File: src/rtl/fib_pkg.sv
// Shared types and defaults for the fibonacci batch sequencer.
package fib_pkg;

  localparam int unsigned N_W_DEF   = 5;
  localparam int unsigned RES_W_DEF = 128;
  localparam int unsigned FIB_MAX_N = 31;

  typedef enum logic [1:0] {
    StIdle,
    StIssue,
    StWait,
    StHold
  } state_e;

endpackage

File: src/rtl/fib_watchdog.sv
// WAIT-state watchdog: counts cycles spent waiting on the core and flags expiry at TIMEOUT-1.
module fib_watchdog #(
  parameter int unsigned TIMEOUT = 4096
) (
  input  logic clk,
  input  logic rst,
  input  logic clear,
  input  logic run,
  output logic expired
);

  localparam int unsigned CntW = (TIMEOUT > 2) ? $clog2(TIMEOUT) : 1;

  logic [CntW-1:0] cnt_q, cnt_d;

  assign expired = run && (cnt_q == CntW'(TIMEOUT - 1));

  always_comb begin
    cnt_d = cnt_q;
    if (clear) begin
      cnt_d = '0;
    end else if (run && !expired) begin
      cnt_d = cnt_q + CntW'(1);
    end
  end

  always_ff @(posedge clk or negedge rst) begin
    if (!rst) begin
      cnt_q <= '0;
    end else begin
      cnt_q <= cnt_d;
    end
  end

endmodule

File: src/rtl/fib_batch_sequencer.sv
// Drives a fibonacci core over a range [first..last] and streams (N, F(N)) beats on valid/ready.
// Optional WAIT timeout watchdog enabled by defining FIB_TIMEOUT_EN.
module fib_batch_sequencer
  import fib_pkg::*;
#(
  parameter int unsigned N_W     = N_W_DEF,
  parameter int unsigned RES_W   = RES_W_DEF,
  parameter int unsigned TIMEOUT = 4096
) (
  input  logic             clk,
  input  logic             rst,
  input  logic             cmd_valid,
  output logic             cmd_ready,
  input  logic [N_W-1:0]   cmd_first,
  input  logic [N_W-1:0]   cmd_last,
  output logic             fib_start,
  output logic [N_W-1:0]   fib_n,
  input  logic             fib_finish,
  input  logic [RES_W-1:0] fib_result,
  output logic             out_valid,
  input  logic             out_ready,
  output logic [N_W-1:0]   out_n,
  output logic [RES_W-1:0] out_data,
  output logic             out_last,
  output logic             busy,
  output logic             err
);

  state_e           state_q, state_d;
  logic [N_W-1:0]   cur_q, cur_d;
  logic [N_W-1:0]   last_q, last_d;
  logic             guard_q, guard_d;
  logic             err_q, err_d;
  logic [N_W-1:0]   out_n_q;
  logic [RES_W-1:0] out_data_q;
  logic             out_last_q;
  logic             capture;
  logic             expired;

`ifdef FIB_TIMEOUT_EN
  fib_watchdog #(
    .TIMEOUT (TIMEOUT)
  ) u_watchdog (
    .clk     (clk),
    .rst     (rst),
    .clear   (state_q == StIssue),
    .run     (state_q == StWait),
    .expired (expired)
  );
`else
  assign expired = 1'b0;
`endif

  always_comb begin
    state_d   = state_q;
    cur_d     = cur_q;
    last_d    = last_q;
    guard_d   = guard_q;
    err_d     = err_q;
    capture   = 1'b0;
    fib_start = 1'b0;
    unique case (state_q)
      StIdle: begin
        if (cmd_valid) begin
          cur_d  = cmd_first;
          last_d = cmd_last;
          err_d  = 1'b0;
          if (cmd_first <= cmd_last) begin
            state_d = StIssue;
          end
        end
      end
      StIssue: begin
        fib_start = 1'b1;
        guard_d   = 1'b1;
        state_d   = StWait;
      end
      StWait: begin
        // First WAIT cycle still sees the core's finish from the previous run.
        guard_d = 1'b0;
        if (!guard_q && fib_finish) begin
          capture = 1'b1;
          state_d = StHold;
        end else if (expired) begin
          err_d   = 1'b1;
          state_d = StIdle;
        end
      end
      StHold: begin
        if (out_ready) begin
          if (cur_q == last_q) begin
            state_d = StIdle;
          end else begin
            cur_d   = cur_q + N_W'(1);
            state_d = StIssue;
          end
        end
      end
      default: state_d = StIdle;
    endcase
  end

  always_ff @(posedge clk or negedge rst) begin
    if (!rst) begin
      state_q    <= StIdle;
      cur_q      <= '0;
      last_q     <= '0;
      guard_q    <= 1'b0;
      err_q      <= 1'b0;
      out_n_q    <= '0;
      out_data_q <= '0;
      out_last_q <= 1'b0;
    end else begin
      state_q <= state_d;
      cur_q   <= cur_d;
      last_q  <= last_d;
      guard_q <= guard_d;
      err_q   <= err_d;
      if (capture) begin
        out_n_q    <= cur_q;
        out_data_q <= fib_result;
        out_last_q <= (cur_q == last_q);
      end
    end
  end

  assign cmd_ready = (state_q == StIdle);
  assign busy      = (state_q != StIdle);
  assign out_valid = (state_q == StHold);
  assign fib_n     = cur_q;
  assign out_n     = out_n_q;
  assign out_data  = out_data_q;
  assign out_last  = out_last_q;
  assign err       = err_q;

endmodule

File: config.mk
export PLATFORM = sky130hd
export DESIGN_NAME = fib_batch_sequencer
export DESIGN_NICKNAME = d
export VERILOG_FILES = /design/src/rtl/fib_pkg.sv /design/src/rtl/fib_watchdog.sv /design/src/rtl/fib_batch_sequencer.sv
export SDC_FILE = /design/constraint.sdc
export NUM_CORES = 1
export LEC_CHECK = 0
export ABC_AREA = 1
export BUFFER_PORTS_ARGS = -buffer_cell sky130_fd_sc_hd__buf_4
export CAP_MARGIN = 15
export CORE_MARGIN = 1
export CORE_UTILIZATION = 46
export DETAILED_ROUTE_END_ITERATION = 7
export PLACE_DENSITY = 0.8
export SLEW_MARGIN = 30
export SYNTH_ARGS = -nofsm -noshare
export SYNTH_HDL_FRONTEND = slang
export SYNTH_SLANG_ARGS = --single-unit
export TNS_END_PERCENT = 30
File: constraint.sdc
create_clock -name clk -period 1.93 [get_ports clk]
set_input_delay 0.0965 -clock clk [delete_from_list [all_inputs] [get_ports clk]]
set_output_delay 0.0965 -clock clk [all_outputs]
set_load 0.01 [all_outputs]
==> results.toml, run 1 <==
[cells_and_area]
syn_to_final_growth_pct = 72.1
drive_gt1_frac = 0.418
final_nets = 1014

[worst_setup_path]
worstSetupPathType = "register to register"
cp.required_ps = 2200
critPathMaxStageDelay_ps = 410
setup.worst_path.start_class = "register"
cp_max_fo = 58
crit_chain = "inv_1, ha_1, nand3_4, buf_12, mux2_1"
cp-end-kind = "register"
slowest_stage = "mux2_1"
critical_path_arrival_ps = 2060

[global_routing]
grt_start_max_net_pins = 60
track_usage = 0.304
antenna_found_initial = 0
grt_pass1_vias = 5573
grt-ovfl-total = 0
grt_pass1_wl_mm = 30.0

[clocking]
worstSkewPairLatency_ps = 410
cts_hold_buffers = 134
clock-sinks = 147
ctsRootBufferMaster = "clkbuf_16"
clk_pin_slew_ps = 60
post-cts-setup-buffers = 0
cts_resized = 0
cts_buffer_depth = 2
htree_num_levels = 4
tritoncts = "done"
cts_inserted_buffers = 17

[floorplan]
die_w_um = 116
rows = 41
coreArea_mm2 = 0.0126
num_io_pins = 287
initial_core_util = 0.473
dieArea_mm2 = 0.0134
die_height_um = 116

[synth]
synth.avg_cell_area_um2 = 14.0
yosysSeqAreaShare = 0.616
netlist_area_mm2 = 0.00597
synth_seq_cells = 147
ys_warn_count = 0
ys_types = 25
netlist_instances = 428
synthesis.nets = 581

[sta]
maxSlewViolCount = 0
whs_ps = 71.0
clock_skew_ps = 8.73
hold_violations = 0
post-route-period-util = 0.927
max_slew_margin = 0.621
finalSetupTns_ps = 0
finalSetupViolations = 0
tightest_slew_ps = 568
fmax_ghz = 0.559
fin_crit_ps = 1790
rsz0062_at_grt = "false"

[detailed_routing]
drc = 0
first_pass_iters = 4
drtIter0Drc = 217
postRouteAntennaNets = 0
num_vias = 5153
routed_wl_mm = 20.2
avgViaCountPerCell = 4.92
wl_per_cell_um = 19.3

[pwr]
total_leakage_power_nw = 5.19
ir_worst_vdd_mv = 0.963
pwr_density_cell_mw_per_mm2 = 1480

[run_status]
outcome = "complete, no violations"

[place]
globalplace.congestion = 0.866
dp_hpwl_mm = 11.6
io_buffers = 285

[hold_path]
hp-class = "input pin to register"

[flow_run]
cap_violations = 0
==> stage by stage <==
stage | cell area, um^2 | utilization | cells | power [mW] | setup slack, ps
after floorplan | 5970 | - | 428 | 7.93 | 346
after global placement | 8320 | 0.659 | 880 | 10.9 | 294
after detailed placement | 8320 | 0.659 | 880 | 11.2 | 198
after CTS | 10300 | 0.815 | 1046 | 14.9 | 173
after global routing | 10300 | 0.815 | 1046 | 15.9 | 57.9
final | 10300 | 0.815 | 1047 | 15.2 | 140
==> cell families (layout without fill, tap and decap cells) <==
| family | Yosys count | after routing | share of synthesized area |
|---|---|---|---|
| fa+ha+maj | 10 | 10 | 0.0209 |
| other cells | 1 | 2 | 0.000628 |
| buf+inv | 39 | 485 | 0.0398 |
| mux | 130 | 130 | 0.245 |
| simple gates | 82 | 82 | 0.0601 |
| flops | 147 | 147 | 0.616 |
| compound gates | 17 | 17 | 0.0149 |
| xor+xnor | 2 | 2 | 0.00293 |
==> registers in the layout, indices dropped and copies added, names as in the netlist <==
signal / count
out_data: 128
out_last: 1
last_q: 5
state_q: 2
guard_q: 1
out_n: 5
fib_n: 5
==> layer usage <==
| metal | GRT usage | up-vias | wire, um |
|---|---|---|---|
| li1 | - | 2325 | - |
| met4 | 0.148 | 0 | 787 |
| met3 | 0.0800 | 52 | 1370 |
| met2 | 0.542 | 253 | 10600 |
| met5 | 0 | - | 0 |
| met1 | 0.338 | 2523 | 7460 |
==> where the power goes <==
group          switching (mW)  internal (mW)
clock                    1.25           2.21
sequential               1.07           4.57
combinational            2.83           3.26
total                    5.15           10.0
==> synthesized netlist by cell type <==
cell     count  area, um^2
conb_1       1        3.75
or2_1        1        6.26
nand4_1      7        43.8
buf_2        4        20.0
mux2_1     100        1130
mux2_2      30         338
nand2_1     57         214
inv_1       20        75.1
xnor2_1      2        17.5
dfrtp_1    147        3680
a21oi_2      1        8.76
nand2_2      1        6.26
o21ai_0     12        60.1
nor2_1       5        18.8
buf_4        3        22.5
buf_6       10         113
o21ai_1      1        5.00
nand3_1      7        35.0
inv_2        2        7.51
nor2_2       1        6.26
or2_2        1        6.26
ha_1        10         125
a21oi_1      3        15.0
nand4_2      1        12.5
nand3_2      1        10.0
==> critical path: cells and delay by family, from the launching register on <==
family / cells / cell delay (ps)
flops: 1 / 400
buf+inv: 2 / 380
fa+ha+maj: 1 / 270
mux: 1 / 410
simple gates: 1 / 150
==> area by class of cell <==
type                       instances  area [um^2]
fill                             665         2330
tap                              172          215
antenna                            1         2.50
inverter                          22         82.6
clock buffer                      25          505
clock inverter                     7          118
timing repair buffer             431         3610
multi-input combinational        242         2070
sequential                       147         3680
==> cells in the final DEF, fill, tap and decap left out <==
master         count
clkbuf_1           3
buf_4            293
nand3_4            1
clkinv_2           2
nand2_1           57
bufinv_16          3
buf_12             3
nor2_1             5
or2_2              1
clkbuf_16         17
ha_1              10
or2_1              1
diode_2            1
nand4_2            1
a21oi_2            1
mux2_2            30
a21oi_1            3
buf_6              1
inv_2              2
nand2_2            1
nand4_1            7
inv_6              2
inv_1             20
mux2_1           100
xnor2_1            2
dlygate4sd3_1    134
conb_1             1
o21ai_0           12
nand3_2            1
clkbuf_8           5
nand3_1            6
dfrtp_1          147
nor2_2             1
o21ai_1            1
==> worst paths after layout <==
| path | from | end | slack [ps] | depth (start not counted) |
|---|---|---|---|---|
| setup / recovery | state_q[0] | out_data[29] | 140 | 5 |
| hold / removal | cmd_first[4] | fib_n[4] | 70 | 5 |
| setup reg to reg | state_q[0] | out_data[29] | 140 | 5 |
| hold reg to reg | out_n[3] | out_n[3] | 490 | 2 |
| max in group asynchronous | rst | out_data[32] | 1020 | 3 |
| min in group asynchronous | rst | last_q[0] | 240 | 2 |
Note: power is estimated with default switching activity, not from simulation.
==> run 2: changes to the inputs <==
--- a/config.mk
+++ b/config.mk
@@ -8,10 +8,12 @@
 export ABC_AREA = 1
 export BUFFER_PORTS_ARGS = -buffer_cell sky130_fd_sc_hd__buf_4
 export CAP_MARGIN = 15
+export CELL_PAD_IN_SITES_DETAIL_PLACEMENT = 1
+export CELL_PAD_IN_SITES_GLOBAL_PLACEMENT = 1
 export CORE_MARGIN = 1
-export CORE_UTILIZATION = 46
+export CORE_UTILIZATION = 36
 export DETAILED_ROUTE_END_ITERATION = 7
-export PLACE_DENSITY = 0.8
+export PLACE_DENSITY_LB_ADDON = 0.1
 export SLEW_MARGIN = 30
 export SYNTH_ARGS = -nofsm -noshare
 export SYNTH_HDL_FRONTEND = slang
==> constraint.sdc (replaced) <==
create_clock -name clk -period 1.83 [get_ports clk]
set_input_delay 0.0915 -clock clk [delete_from_list [all_inputs] [get_ports clk]]
set_output_delay 0.0915 -clock clk [all_outputs]
set_load 0.01 [all_outputs]
==> run 2 against run 1 <==
- sequential cell count unchanged
- non-clock buffer count shrank 2
- power grew 6.3%
- setup slack got worse by 65 ps
- clock-buffer cell count down 6
- first-iteration DRC count is 37% lower
- critical path depth stayed put
- clock skew up 8.1 ps
- die area up 27%
- clock power grew 8.1%
- critical endpoint is now out_data[86]
- largest power group unchanged
- highest routed layer unchanged
==> results.toml, run 2 (synthesis results as in run 1) <==
[run_status]
outcome = "complete, no violations"

[worst_setup_path]
critPathTopFamily = "multiplexers"
setup.worst_path.start_class = "register"
cp-end-kind = "register"
crit_chain = "inv_1, ha_1, nand3_4, buf_12, mux2_1"
r2r-start = "state_q[0]"
crit_path_start = "state_q[0]"
cp.required_ps = 2120
worstSetupPathType = "register to register"
critPathMaxStageDelay_ps = 420
critical_path_arrival_ps = 2040
path_buf_inv = 2
slowest_stage = "mux2_1"
cp_max_fo = 61

[clocking]
htree_num_levels = 4
ctsRootBufferMaster = "clkbuf_16"
worstSkewPairLatency_ps = 420
tritoncts = "done"
clock-sinks = 147
cts_buffer_depth = 2
clk_pin_slew_ps = 70
cts_inserted_buffers = 17

[sta]
maxSlewViolCount = 0
fin_crit_ps = 1750
finalSetupTns_ps = 0
setup_slack_ps = 75.7
hold_violations = 0
rsz0062_at_grt = "false"
fmax_ghz = 0.570
clock_skew_ps = 16.8
whs_ps = 65.8
finalSetupViolations = 0
post-route-period-util = 0.959
max_slew_margin = 0.599
tightest_slew_ps = 601

[global_routing]
grt_start_max_net_pins = 62
track_usage = 0.262
antenna_found_initial = 1
grt-ovfl-total = 0
grt_pass1_wl_mm = 32.3
grt_pass1_vias = 5756

[floorplan]
num_io_pins = 287
rows = 46
dieArea_mm2 = 0.0171
coreArea_mm2 = 0.0161
die_w_um = 131
initial_core_util = 0.372
die_height_um = 131

[cells_and_area]
syn_to_final_growth_pct = 73.3
final_nets = 1012
drive_gt1_frac = 0.419
largest_reg_flops = 128
mostFrequentLayoutCells = "buf_4, dfrtp_1, dlygate4sd3_1"
fin_cells = 1089
fillers = 1583
final_common_cell = "buf_4"

[pwr]
total_leakage_power_nw = 5.19
pwr_density_cell_mw_per_mm2 = 1560
ir_worst_vdd_mv = 0.732

[detailed_routing]
drc = 0
drtIter0Drc = 137
num_vias = 5026
first_pass_iters = 4
wl_per_cell_um = 20.3
avgViaCountPerCell = 4.62
postRouteAntennaNets = 0
routed_wl_mm = 22.1

[hold_path]
hold_start = "cmd_first[3]"
hp-class = "input pin to register"

[place]
globalplace.congestion = 0.756
pre_cts_ws_ps = 80.5
dp_hpwl_mm = 12.8
io_buffers = 285
dp.cells = 922

[flow_run]
cap_violations = 0
run 2: worst reg2reg max path: stages, from the launching register on:
cell and delay [ps]:
dfrtp_2 400, inv_1 70, ha_1 260, nand3_4 140, buf_12 320, mux2_1 450
run 2: what timing repair did:
action,CTS,global route
hold endpoints to repair,188,0
hold buffers,134,0
gates resized for setup,0,1
setup endpoints to repair,0,22
setup buffers,0,0
run 2: metrics by stage:
stage           util  power (mW)  cell area (um^2)
3_5_place_dp   0.522        11.9              8380
5_1_grt        0.644        17.1             10300
4_1_cts        0.644        15.9             10300
2_1_floorplan      -        8.36              5970
6_report       0.645        16.2             10400
3_3_place_gp   0.522        11.6              8380
run 2: metal layers:
| layer | GRT usage | up-vias | wire (um) |
|---|---|---|---|
| met2 | 0.493 | 208 | 12000 |
| met3 | 0.0761 | 46 | 1480 |
| li1 | - | 2315 | - |
| met4 | 0.124 | 0 | 729 |
| met1 | 0.263 | 2457 | 7820 |
| met5 | 0 | - | 0 |
run 2: worst paths after layout:
path                           endpoint  slack, ps  depth (start not counted)
max                        out_data[86]         80                          5
min                            fib_n[3]         70                          5
max reg2reg                out_data[86]         80                          5
min reg2reg                    out_n[1]        490                          2
max in group asynchronous      out_n[3]        980                          3
min in group asynchronous  out_data[33]        220                          2
run 2: layout make-up:
cell class	instances	area, um^2	share of cell area
sequential	147	3680	0.355
clock buffer	19	443	0.0428
antenna	2	5.00	0.000483
multi-input combinational	242	2070	0.200
clock inverter	12	178	0.0172
tap	216	270	0.0261
inverter	22	82.6	0.00798
timing repair buffer	429	3620	0.350
run 2: report_power, final:
group | internal (mW) | switching [mW] | total (mW) | leakage, nW
logic | 3.46 | 3.05 | 6.52 | 3.08
clock network | 2.32 | 1.43 | 3.75 | 0.304
registers | 4.82 | 1.07 | 5.89 | 1.81
total | 10.6 | 5.55 | 16.2 | 5.19
